File: config.mk
export PLATFORM = sky130hd
export DESIGN_NAME = game_clk_divider_flat
export DESIGN_NICKNAME = d
export VERILOG_FILES = /design/src/rtl/game_clk_divider_if.sv /design/src/rtl/game_clk_divider.sv /design/src/flat_wrapper.sv
export SDC_FILE = /design/constraint.sdc
export NUM_CORES = 1
export LEC_CHECK = 0
export CORE_AREA = 2 2 85 87
export CTS_CLUSTER_SIZE = 20
export DETAILED_ROUTE_END_ITERATION = 16
export DIE_AREA = 0 0 87 89
export PLACE_DENSITY_LB_ADDON = 0.1
export RECOVER_POWER = 50
export SYNTH_ARGS = -nofsm -noshare
export SYNTH_HDL_FRONTEND = slang
export SYNTH_SLANG_ARGS = --single-unit
export TNS_END_PERCENT = 30
File: constraint.sdc
create_clock -name clk_in -period 1.8 [get_ports clk_in]
set_input_delay 0.36 -clock clk_in [delete_from_list [all_inputs] [get_ports clk_in]]
set_output_delay 0.36 -clock clk_in [all_outputs]
set_load 0.005 [all_outputs]
File: src/rtl/game_clk_divider_if.sv
// Control/status bundle for game_clk_divider.
// The tick source drives enable/sync_clr/load/load_div through the master
// modport; the divider consumes them and returns clk_out/tick_out through
// the slave modport. CHANNELS and CNT_W must match the divider instance.
interface game_clk_divider_if #(
  parameter int CHANNELS = 2,
  parameter int CNT_W    = 26
);
  logic [CHANNELS-1:0]       enable;
  logic                      sync_clr;
  logic [CHANNELS-1:0]       load;
  logic [CHANNELS*CNT_W-1:0] load_div;
  logic [CHANNELS-1:0]       clk_out;
  logic [CHANNELS-1:0]       tick_out;

  modport master (
    output enable,
    output sync_clr,
    output load,
    output load_div,
    input  clk_out,
    input  tick_out
  );

  modport slave (
    input  enable,
    input  sync_clr,
    input  load,
    input  load_div,
    output clk_out,
    output tick_out
  );
endinterface

File: src/rtl/game_clk_divider.sv
// Multi-channel clock/tick generator for frame-rate, animation and debounce
// timing. Each channel divides clk_in by its own divisor D (0 behaves as 1)
// and produces a 50%-duty divided clock (period 2D) and a one-cycle tick at
// each terminal count. sync_clr phase-aligns every channel at once.
//
// Build option: define GAME_CLK_DIVIDER_LOAD_EN to allow run-time divisor
// reloads through load/load_div. Without it the divisor is fixed at
// DEFAULT_DIV, load/load_div are ignored, and the port list is identical.
module game_clk_divider #(
  parameter int CHANNELS    = 2,
  parameter int CNT_W       = 26,
  parameter int DEFAULT_DIV = 20000000
) (
  input  logic                 clk_in,
  input  logic                 rst_n,
  game_clk_divider_if.slave    bus
);

  localparam logic [CNT_W-1:0] DIV_RESET = CNT_W'(DEFAULT_DIV);

  logic [CHANNELS-1:0] clk_vec;
  logic [CHANNELS-1:0] tick_vec;

  assign bus.clk_out  = clk_vec;
  assign bus.tick_out = tick_vec;

`ifndef GAME_CLK_DIVIDER_LOAD_EN
  // Load inputs exist only to keep the port list stable; fold them away.
  logic unused_load;
  assign unused_load = ^{bus.load, bus.load_div};
`endif

  for (genvar i = 0; i < CHANNELS; i++) begin : g_ch
    logic [CNT_W-1:0] counter;
    logic [CNT_W-1:0] div_reg;
    logic [CNT_W-1:0] d_last;
    logic             load_i;
    logic             terminal;
    logic             clk_q;
    logic             tick_q;

`ifdef GAME_CLK_DIVIDER_LOAD_EN
    assign load_i = bus.load[i];

    // Divisor register: reloaded on load, even while sync_clr is active.
    // NOTE: every sequential register here takes the async reset and is
    // written only with non-blocking assignments, so all channels update
    // from the same pre-edge values.
    always_ff @(posedge clk_in or negedge rst_n) begin
      if (!rst_n) begin
        div_reg <= DIV_RESET;
      end else if (load_i) begin
        div_reg <= bus.load_div[i*CNT_W +: CNT_W];
      end
    end
`else
    assign load_i  = 1'b0;
    assign div_reg = DIV_RESET;
`endif

    // Terminal-count detect; a zero divisor counts as divide-by-one.
    // NOTE: every output of a combinational block gets a default first so
    // no path leaves it unassigned and no latch is inferred.
    always_comb begin
      d_last   = '0;
      terminal = 1'b0;
      if (div_reg != '0) begin
        d_last = div_reg - 1'b1;
      end
      if (bus.enable[i] && (counter == d_last)) begin
        terminal = 1'b1;
      end
    end

    // Counter, divided clock and tick in priority order:
    // sync_clr, load, terminal count, enabled count, hold.
    always_ff @(posedge clk_in or negedge rst_n) begin
      if (!rst_n) begin
        counter <= '0;
        clk_q   <= 1'b0;
        tick_q  <= 1'b0;
      end else if (bus.sync_clr) begin
        counter <= '0;
        clk_q   <= 1'b0;
        tick_q  <= 1'b0;
      end else if (load_i) begin
        // Clearing on load keeps the counter below any new, smaller D.
        counter <= '0;
        tick_q  <= 1'b0;
      end else if (terminal) begin
        counter <= '0;
        clk_q   <= ~clk_q;
        tick_q  <= 1'b1;
      end else if (bus.enable[i]) begin
        counter <= counter + 1'b1;
        tick_q  <= 1'b0;
      end else begin
        tick_q  <= 1'b0;
      end
    end

    assign clk_vec[i]  = clk_q;
    assign tick_vec[i] = tick_q;
  end

endmodule

File: src/flat_wrapper.sv
// flat-port wrapper written by rule: the top's interface ports become plain ports
module game_clk_divider_flat 
#(
  parameter int CHANNELS    = 2,
  parameter int CNT_W       = 26,
  parameter int DEFAULT_DIV = 20000000
)
  (clk_in, rst_n, bus_enable, bus_sync_clr, bus_load, bus_load_div, bus_clk_out, bus_tick_out);
  game_clk_divider_if #(.CHANNELS(CHANNELS), .CNT_W(CNT_W)) bus_i ();
  input  logic clk_in;
  input  logic rst_n;
  input wire logic [$bits(bus_i.enable)-1:0] bus_enable;
  input wire logic [$bits(bus_i.sync_clr)-1:0] bus_sync_clr;
  input wire logic [$bits(bus_i.load)-1:0] bus_load;
  input wire logic [$bits(bus_i.load_div)-1:0] bus_load_div;
  output wire logic [$bits(bus_i.clk_out)-1:0] bus_clk_out;
  output wire logic [$bits(bus_i.tick_out)-1:0] bus_tick_out;
  assign bus_i.enable = bus_enable;
  assign bus_i.sync_clr = bus_sync_clr;
  assign bus_i.load = bus_load;
  assign bus_i.load_div = bus_load_div;
  assign bus_clk_out = bus_i.clk_out;
  assign bus_tick_out = bus_i.tick_out;
  game_clk_divider #(.CHANNELS(CHANNELS), .CNT_W(CNT_W), .DEFAULT_DIV(DEFAULT_DIV)) u_core (.clk_in(clk_in), .rst_n(rst_n), .bus(bus_i));
endmodule
### After elaboration in Yosys (flattened, before gate mapping)

Index checks and enable logic that the tools add are counted.

* register bits after elaboration: 56

* add/subtract/negate cells: 2
* equality and inequality tests: 2
* mux-type cells: 16
* bitwise gates (word level): 2
* reductions and logical operators: 6

Operators by type and width (number)
* 26-bit two-way mux: 6
* 26-bit by 1-bit adder with 26-bit output, second input constant: 2
* 26-bit by 25-bit == test with 1-bit output, second input constant: 2
* 1-bit two-way mux: 10
* 3-bit nonzero test: 2
* 2-bit nonzero test: 2
* 1-bit logical AND: 2
* 1-bit inverter: 2

### Depth between registers and ports, before layout

* depth in word-level cells: 5
* gate-level depth with buffers: 7
* mapped depth without buffers: 6

### Least setup slack after synthesis

No wires, ideal clock.

* path type: register to register
* start: reg u_core.g_ch[0].counter[8]
* end: reg u_core.g_ch[0].counter[20]
* setup time: 82 ps
* arrival: 1773 ps
* setup slack: -55 ps
* cell stages (with the launch flop): 7
* clock period less this slack: 1855 ps
* cell sequence: dfrtp_1 -> buf_2 -> and4_2 -> nand2_4 -> or4_4 -> or3b_1 -> a31oi_1

* longest elaborated chain between the ends: 5
* elaborated cells between the ends (all ways): 8
* classes of those cells: add/sub: 1; eq/ne: 1; mux: 4; reduce/logical: 2

Ends and longest elaborated chain
* start, declared: line game_clk_divider.sv:34 `logic [CNT_W-1:0] counter;`
* start signal, assigned: line game_clk_divider.sv:95 `counter <= counter + 1'b1;`
* parallel branches: the longest is 5 deep, another holds 26-bit by 1-bit adder with 26-bit output

Several ways; the timed one is not identified. The select of a mux whose other input is x is not followed.
A chain may end at the register's enable or synchronous reset.

### Final worst setup path

* start: reg u_core.g_ch[0].counter[8]
* end: reg u_core.g_ch[0].counter[19]

Same word-level chain as after synthesis.

==> flow_summary.ini <==
[outcome]
outcome = finished, violations left
violations = setup timing

[grt]
grt_remaining_overflow = 0
grt_pass1_wl_mm = 11.8
grt_max_degree = 57
grt_pass1_vias = 2489
antenna_found_initial = 0
groute.usage.overall_pct = 19.4

[floorplan]
die_area_um2 = 7740
rows = 30
num_io_pins = 63
core_area_um2 = 6720
die_w_um = 87
start_util_pct = 45.9
die_y_um = 89

[power_and_ir_drop]
power.density_nw_per_um2 = 569
irDropWorstVdd_uv = 314
p_leak_nw = 1.85

[route]
viasPerCell = 5.34
wirelength_mm = 7.13
drt_iter0_drc = 94
vias = 2613
wl_per_cell_um = 14.6
drtAntennaViolNets = 0
drcViolationCount = 0
firstDrtPassIters = 4

[sta]
slew_headroom_pct = 5.24
finalMaxSlewViolations = 0
hold_viol = 0
min_period_over_period_pct = 110
timing.fmax_ghz = 0.506
rsz0062_at_grt = true
fin_skew_ns = 0.00427
fin_crit_ns = 1.98
setup_slack_ns = -0.177
setup_viol = 5
worst_pin_slew_ns = 1.42

[clock_tree]
clk_latency_ns = 0.31
cts_buffers = 5
cts_num_sinks = 56
clock_path_buffers = 2
htree_levels = 2
clockRootBuffer = clkbuf_8
cts_tree = yes
clk_pin_slew_worst_paths_ns = 0.10

[logic_synthesis]
synth_nets = 389
avgSynthCellArea_um2 = 9.45
synth_edf_count = 0
yosysWarningCount = 0
syn_inst = 326
ys_ff_latch = 56
async_flop_share_pct = 100
synthDistinctLibCells = 47
synthFlopType = dfrtp_1
synthesis.area_um2 = 3080
yosysSeqAreaShare_pct = 45.5

[min_path]
worstHoldPathType = in -> async

[placed_design]
gp_congestion = 0.779
hpwl_mm = 4.99
pre_cts_ws_ns = -0.300
dp_cells = 476
port_buffers = 8

[worst_setup_path]
path_class = reg -> reg
arrival_ns = 2.17
startpoint_type = register
crit_fanout = 4
worstSetupEndpointType = register
critical_path_required_ns = 2.00

[finish]
instances_no_fill = 489
drive_gt1_share_pct = 30.3
antenna-diode-count = 0
fill_cells = 600
fin_nets = 471
syn2layout_area_growth_pct = 31.4

[flow_run]
cap_viol_max_count = 0
[power breakdown]
group	leakage [nW]	switching (mW)	total, mW	internal [mW]
sequential	0.777	0.00978	1.27	1.26
clock	0.0645	0.406	0.898	0.491
combinational	1.01	0.0776	0.132	0.0544
[layout make-up]
cell class / count / area (um2) / area share, %
clock buffer: 7 / 96.3 / 2.38
clock inverter: 1 / 30.0 / 0.741
inverter: 2 / 7.51 / 0.185
multi-input combinational: 251 / 1660 / 41.1
sequential: 56 / 1400 / 34.7
tap: 80 / 100 / 2.47
timing repair buffer: 92 / 749 / 18.5
[worst max-delay path, cell delays in order (launching register included)]
cell and delay [ns]:
dfrtp_1 0.41, buf_6 0.13, nor4b_4 0.24, nand2_2 0.13, o41ai_4 0.39, buf_4 0.19
a31oi_1 0.05, a211o_1 0.32
[state kept, by name, indices dropped and copies added, names as in the netlist]
| name | flops |
|---|---|
| u_core.g_ch.counter | 52 |
| u_core.g_ch.clk_q | 2 |
| u_core.g_ch.tick_q | 2 |
[placed cells by master (no fill, tap or decap), drive strengths merged, types with 3 or more instances in the layout]
cell | Yosys | routed
buf | 9 | 84
nor2 | 59 | 59
dfrtp | 56 | 56
xor2 | 33 | 33
nand3 | 30 | 30
nand2 | 26 | 26
nand4 | 19 | 19
nor3 | 12 | 12
xnor2 | 10 | 10
clkbuf | 6 | 8
clkdlybuf4s50 | 0 | 6
nor4b | 6 | 6
and4 | 6 | 6
and3 | 5 | 5
nand2b | 5 | 5
a21oi | 5 | 5
ha | 4 | 4
nand3b | 3 | 3
nor4 | 3 | 3
or4 | 3 | 3
[final timing paths]
path | startpoint | endpoint | slack [ns] | depth (start not counted)
min in group clk_in | bus_enable[0] | u_core.g_ch[0].counter[20]$_DFFE_PN0P_ | 0.50 | 3
max reg2reg | u_core.g_ch[0].counter[8]$_DFFE_PN0P_ | u_core.g_ch[0].counter[19]$_DFFE_PN0P_ | -0.18 | 7
min | rst_n | u_core.g_ch[1].counter[25]$_DFFE_PN0P_ | 0.46 | 2
max in group asynchronous | rst_n | u_core.g_ch[0].counter[1]$_DFFE_PN0P_ | 0.40 | 2
max | u_core.g_ch[0].counter[8]$_DFFE_PN0P_ | u_core.g_ch[0].counter[19]$_DFFE_PN0P_ | -0.18 | 7
min reg2reg | u_core.g_ch[1].clk_q$_DFFE_PN0P_ | u_core.g_ch[1].clk_q$_DFFE_PN0P_ | 0.55 | 2
[cells by family (layout without fill, tap and decap cells)]
kind of cell / after synthesis / in the layout / synth area share (%)
and+or+nand+nor: 187 / 187 / 32.0
DFF: 56 / 56 / 45.5
xor gates and xnor gates: 43 / 43 / 12.2
buffers and inverters: 19 / 102 / 4.59
AOI/OAI and AO/OA: 17 / 17 / 4.06
adders and majority gates: 4 / 4 / 1.62
[layer usage]
metal,up-vias,GRT usage [%],share of wire (%)
met5,-,0,0
met2,27,31.1,46
met3,5,3.32,2.3
li1,1300,-,-
met4,0,3.84,0.77
met1,1281,27.7,51
[cell usage after synthesis (all sizes together), types with 2 or more instances]
cell type,count,area (um2)
nor4,3,18.8
nand4,19,119
nor4b,6,52.6
or4,3,26.3
nand3b,3,22.5
ha,4,50.1
nor2b,2,12.5
xnor2,10,87.6
a21oi,5,25.0
nor3b,2,15.0
dfrtp,56,1400
nor2,59,221
nand3,30,155
and3,5,31.3
clkbuf,6,42.5
nand2,26,113
o211ai,2,15.0
inv,2,7.51
buf,9,67.6
a31oi,2,12.5
nand2b,5,31.3
and4,6,61.3
xor2,33,289
nor3,12,60.1
[repair_timing]
action	4_1_cts	5_1_grt
gates resized for setup	6	25
setup endpoints to repair	28	45
hold buffers	0	0
setup buffers	3	4
pin swaps	3	11
[metrics by stage]
step	utilization, %	setup TNS (ns)	hold WS, ns	power [mW]	instance area, um2
final	60.3	-0.407	0.461	2.30	4050
after global routing	60.3	-1.25	0.511	2.39	4050
after CTS	58.6	-0.231	0.0484	2.33	3940
after detailed placement	55.9	-11.29	0.391	1.42	3760
after global placement	55.9	-10.36	0.386	1.42	3760
after floorplan	-	-0.0227	0.0644	1.35	3090
Note: power is estimated with default switching activity, not from simulation.
